File: src/rtl/ucore_port_responder_if.sv
// Request/response bus between a core (master) and the port responder (slave).
interface ucore_port_responder_if #(
  parameter int unsigned DATA_W = 32,
  parameter int unsigned ADDR_W = 4
);
  logic              req_valid;
  logic              req_ready;
  logic              req_write;
  logic [ADDR_W-1:0] req_addr;
  logic [DATA_W-1:0] req_wdata;
  logic              rsp_valid;
  logic              rsp_ready;
  logic [DATA_W-1:0] rsp_rdata;
  logic              rsp_err;

  modport master (
    output req_valid, req_write, req_addr, req_wdata, rsp_ready,
    input  req_ready, rsp_valid, rsp_rdata, rsp_err
  );

  modport slave (
    input  req_valid, req_write, req_addr, req_wdata, rsp_ready,
    output req_ready, rsp_valid, rsp_rdata, rsp_err
  );
endinterface

File: src/rtl/ucore_port_responder.sv
// Single-cycle register-file responder with a two-state request/response FSM.
// Define UCORE_RESPONDER_ERR_EN to flag accesses to unimplemented registers on rsp_err.
module ucore_port_responder #(
  parameter int unsigned DATA_W   = 32,
  parameter int unsigned ADDR_W   = 4,
  parameter int unsigned NUM_REGS = 12
) (
  input logic                  clk,
  input logic                  areset,
  ucore_port_responder_if.slave core_bus
);

  localparam logic [ADDR_W:0] NumRegsW = (ADDR_W + 1)'(NUM_REGS);

  typedef enum logic {StIdle, StResp} state_e;

  state_e            state_q, state_d;
  logic              init_q;
  logic [DATA_W-1:0] regs_q [NUM_REGS];
  logic [DATA_W-1:0] rdata_q, rdata_d;
  logic [DATA_W-1:0] rd_sel;
  logic              err_q, err_d;
  logic              addr_ok;
  logic              accept;
  logic              req_ready;
  logic              rsp_valid;

  assign addr_ok = ({1'b0, core_bus.req_addr} < NumRegsW);

  always_comb begin
    rd_sel = '0;
    for (int i = 0; i < int'(NUM_REGS); i++) begin
      if (core_bus.req_addr == ADDR_W'(i)) rd_sel = regs_q[i];
    end
  end

  always_comb begin
    state_d   = state_q;
    req_ready = 1'b0;
    rsp_valid = 1'b0;
    unique case (state_q)
      StIdle: req_ready = init_q;
      StResp: begin
        rsp_valid = 1'b1;
        req_ready = core_bus.rsp_ready;
      end
      default: ;
    endcase

    accept = core_bus.req_valid & req_ready;

    if (accept) begin
      state_d = StResp;
    end else if (state_q == StResp && core_bus.rsp_ready) begin
      state_d = StIdle;
    end

    rdata_d = rdata_q;
    err_d   = err_q;
    if (accept) begin
      rdata_d = (!core_bus.req_write && addr_ok) ? rd_sel : '0;
`ifdef UCORE_RESPONDER_ERR_EN
      err_d   = ~addr_ok;
`else
      err_d   = 1'b0;
`endif
    end
  end

  // init_q holds req_ready low until the first clock edge after reset releases.
  always_ff @(posedge clk or posedge areset) begin
    if (areset) begin
      state_q <= StIdle;
      init_q  <= 1'b0;
      rdata_q <= '0;
      err_q   <= 1'b0;
    end else begin
      state_q <= state_d;
      init_q  <= 1'b1;
      rdata_q <= rdata_d;
      err_q   <= err_d;
    end
  end

  always_ff @(posedge clk or posedge areset) begin
    if (areset) begin
      for (int i = 0; i < int'(NUM_REGS); i++) regs_q[i] <= '0;
    end else begin
      for (int i = 0; i < int'(NUM_REGS); i++) begin
        if (accept && core_bus.req_write && addr_ok && core_bus.req_addr == ADDR_W'(i)) begin
          regs_q[i] <= core_bus.req_wdata;
        end
      end
    end
  end

  assign core_bus.req_ready = req_ready;
  assign core_bus.rsp_valid = rsp_valid;
  assign core_bus.rsp_rdata = rdata_q;
  assign core_bus.rsp_err   = err_q;

endmodule

File: src/flat_wrapper.sv
// flat-port wrapper written by rule: the top's interface ports become plain ports
module ucore_port_responder_flat 
#(
  parameter int unsigned DATA_W   = 32,
  parameter int unsigned ADDR_W   = 4,
  parameter int unsigned NUM_REGS = 12
)
  (clk, areset, core_bus_req_valid, core_bus_req_write, core_bus_req_addr, core_bus_req_wdata, core_bus_rsp_ready, core_bus_req_ready, core_bus_rsp_valid, core_bus_rsp_rdata, core_bus_rsp_err);
  ucore_port_responder_if #(.DATA_W(DATA_W), .ADDR_W(ADDR_W)) core_bus_i ();
  input logic clk;
  input logic areset;
  input wire logic [$bits(core_bus_i.req_valid)-1:0] core_bus_req_valid;
  input wire logic [$bits(core_bus_i.req_write)-1:0] core_bus_req_write;
  input wire logic [$bits(core_bus_i.req_addr)-1:0] core_bus_req_addr;
  input wire logic [$bits(core_bus_i.req_wdata)-1:0] core_bus_req_wdata;
  input wire logic [$bits(core_bus_i.rsp_ready)-1:0] core_bus_rsp_ready;
  output wire logic [$bits(core_bus_i.req_ready)-1:0] core_bus_req_ready;
  output wire logic [$bits(core_bus_i.rsp_valid)-1:0] core_bus_rsp_valid;
  output wire logic [$bits(core_bus_i.rsp_rdata)-1:0] core_bus_rsp_rdata;
  output wire logic [$bits(core_bus_i.rsp_err)-1:0] core_bus_rsp_err;
  assign core_bus_i.req_valid = core_bus_req_valid;
  assign core_bus_i.req_write = core_bus_req_write;
  assign core_bus_i.req_addr = core_bus_req_addr;
  assign core_bus_i.req_wdata = core_bus_req_wdata;
  assign core_bus_i.rsp_ready = core_bus_rsp_ready;
  assign core_bus_req_ready = core_bus_i.req_ready;
  assign core_bus_rsp_valid = core_bus_i.rsp_valid;
  assign core_bus_rsp_rdata = core_bus_i.rsp_rdata;
  assign core_bus_rsp_err = core_bus_i.rsp_err;
  ucore_port_responder #(.DATA_W(DATA_W), .ADDR_W(ADDR_W), .NUM_REGS(NUM_REGS)) u_core (.clk(clk), .areset(areset), .core_bus(core_bus_i));
endmodule
File: config.mk
export PLATFORM = sky130hd
export DESIGN_NAME = ucore_port_responder_flat
export DESIGN_NICKNAME = d
export VERILOG_FILES = /design/src/rtl/ucore_port_responder_if.sv /design/src/rtl/ucore_port_responder.sv /design/src/flat_wrapper.sv
export SDC_FILE = /design/constraint.sdc
export NUM_CORES = 1
export LEC_CHECK = 0
export BUFFER_PORTS_ARGS = -buffer_cell sky130_fd_sc_hd__buf_4
export CORE_MARGIN = 2
export CORE_UTILIZATION = 30
export DETAILED_ROUTE_END_ITERATION = 10
export PLACE_DENSITY = 0.56
export SETUP_SLACK_MARGIN = 0.05
export SLEW_MARGIN = 20
export SYNTH_ARGS = -nofsm -noshare
export SYNTH_HDL_FRONTEND = slang
export SYNTH_SLANG_ARGS = --single-unit
File: constraint.sdc
create_clock -name clk -period 17.8 [get_ports clk]
set_input_delay 3.56 -clock clk [delete_from_list [all_inputs] [get_ports clk]]
set_output_delay 3.56 -clock clk [all_outputs]
set_load 0.03 [all_outputs]
==> results.ini <==
[timing]
fmax_mhz = 129
setup_viol = 0
min_period_ns = 7.75
rsz0062_at_grt = no
fin_tns_setup_ns = 0
worst_slew_pin_slew_ns = 1.03
hold_viol_final = 0
clock_skew_ns = 0.0152
relSlewSlack_pct = 31.6
fin_crit_sh_pct = 43.5
finalMaxSlewViolations = 0

[worst_setup_path]
r2r-end = u_core.regs_q[303]
ff2ff_path_depth = 5
startpoint_type = primary input
crit_required_ns = 14.24
critical_path_arrival_ns = 4.19
critPathKind = primary input to output pin
cp_max_fo = 4
endpoint_kind = output pin
rr_startpoint = u_core.state_q
r2r_slack_ns = 15.06

[hold_path]
min_path_type = register to register
min_from = u_core.regs_q[72]
whs_endpoint = u_core.regs_q[72]
hold_depth = 1

[synth]
syn_area_um2 = 19700
synth_top_area_share_pct = 53.0
syn_inst = 1577
synth-seq-cells = 418
synth_mux_area_share_pct = 26.3
syn_nets = 1618
yosysUniqueCellTypes = 48
ys_warn_count = 0
synth_compound_area_share_pct = 11.8
synth_top_family_by_area = multiplexers
synth-xor-area-share_pct = 0
synth_fa_ha_area_share_pct = 0
synth_edf_count = 0
synth-main-ff-cell = dfrtp_1
yosys-top-cells-area = dfrtp_1 53%, mux2_2 20%, mux2_1 3.3%
synth_top_cell_by_area = dfrtp_1
async_reset_ff_share_pct = 100
syn_area_per_cell_um2 = 12.5
synth-simple-area-share_pct = 4.57
yosysSeqAreaShare_pct = 53.0

[floorplan]
rows = 93
initial_core_util_pct = 30.5
core_area_um2 = 64700
io_pins = 76
die_h_um = 260
die_area_um2 = 67800
dieWidth_um = 260

[global_routing]
overflow = 0
use_met1_pct = 22.1
antenna_found_initial = 3
met3_usage_pct = 2.86
grt_pass1_vias = 13500
grt_start_max_net_pins = 127
grt.busiest_layer = met2
grt_pass1_wl_mm = 84.7
grtUsageMet2_pct = 26.9
grt.total_usage_pct = 16.4

[layout]
regArea_um2 = 10500
syn2layout_area_growth_pct = 13.7
drive_above_1_share_pct = 34.1
multi_input_area_um2 = 8470
final.fill_count = 6452
nNetsFinal = 1623
antenna_cells = 0

[drt]
via_per_inst = 5.28
ant_nets = 0
drc = 0
wl_mm = 55.5
via_count = 13100
drt_iter0_drc = 798
routedWlPerCell_um = 22.4
dr.pass1.iters = 6

[clocking]
ctsResizeCount = 0
clk_latency_ns = 0.57
clk_pin_slew_worst_paths_ns = 0.05
cts-root-buf = clkbuf_16
cts_tree = yes
htreeDepth = 2
ctsLongestPathBuffers = 3
cts_hold_buffers = 0
clock_sinks = 418
cts-buffers-inserted = 47
postCtsSetupBuffers = 0

[placed_design]
hpwl_mm = 32.1
io_buffers = 74
gp_congestion = 0.756

[pwr]
p_leak_nw = 10.3
powerDensity_nw_per_um2 = 108
power.total_mw = 2.43
ir_drop_mv = 0.0747

[job]
max_cap_violations = 0

[outcome]
status = complete, no violations

-- cell usage after synthesis (9+ instances only) --
cell type  number
dfrtp_1       418
mux2_2        342
o21ai_0       110
a21oi_1        80
clkbuf_1       66
mux2i_1        63
mux2_1         58
buf_2          54
nand2_1        50
a221o_1        30
nand2b_1       27
a22oi_1        25
nor3_1         25
o211ai_1       25
a2bb2oi_1      22
o21a_1         22
buf_4          21
nor2_1         19
inv_1          17
o21ai_1        11
o22ai_1        10
o2bb2ai_1      10
buf_6           9
nand3b_1        9
-- cell families after synthesis --
family / after synthesis
AND/OR/NAND/NOR: 161
flip-flops: 418
AO/OA/AOI/OAI: 363
buffers and inverters: 168
multiplexers: 465
other: 2
-- cell type report --
type                    count  area share [%]
inverters                  18           0.335
flip-flops and latches    418            46.7
clock inverters             7           0.268
well taps                 855            4.77
clock buffers              78            6.58
repair buffers            106            3.58
multi-input cells         991            37.8
-- per-stage QoR --
stage               hold WS [ns]  utilization (%)  cell area, µm²  std cells  setup WS (ns)
floorplan                  0.458                -           19700       1577           2.61
global placement           0.469             32.3           20900       2388          10.05
detailed placement         0.480             32.3           20900       2388          10.04
CTS                        0.492             34.6           22400       2473          10.04
global route               0.497             34.6           22400       2473          10.03
finish                     0.490             34.6           22400       2473          10.05
-- report_power, final --
group / internal, mW / switching (mW)
sequential: 1.09 / 0.0717
combinational: 0.156 / 0.154
clock: 0.576 / 0.382
-- flip-flops by register name, summed over array words and instances (netlist names) --
signal                     count
u_core.core_bus.rsp_rdata     32
u_core.init_q                  1
u_core.state_q                 1
u_core.regs_q                384
-- worst max-delay path by stage --
stage | from | endpoint | cells past startpoint
finish | core_bus_rsp_ready | core_bus_req_ready | 3
global route | core_bus_rsp_ready | core_bus_req_ready | 3
global placement | core_bus_rsp_ready | core_bus_req_ready | 3
detailed placement | core_bus_rsp_ready | core_bus_req_ready | 3
CTS | core_bus_rsp_ready | core_bus_req_ready | 3
floorplan | areset | u_core.core_bus.rsp_rdata[0] | 1
-- cells in the final DEF (no fill, tap or decap), drive strengths merged, types with 29 or more instances in the layout --
master    n
a21oi    80
a221o    30
buf     106
clkbuf   78
dfrtp   418
mux2    400
mux2i    63
nand2    53
nor3     29
o21ai   121
-- worst max-delay path, stage by stage --
cell    delay, ns
buf_4        0.11
mux2_2       0.32
buf_4        0.19
-- metal layers --
| metal | share of wire, % | vias up |
|---|---|---|
| met3 | 5.0 | 93 |
| li1 | - | 5747 |
| met2 | 47 | 305 |
| met1 | 45 | 6913 |
| met4 | 2.2 | 6 |
| met5 | 0.069 | - |
No activity file was read; power rests on OpenSTA's default activity.
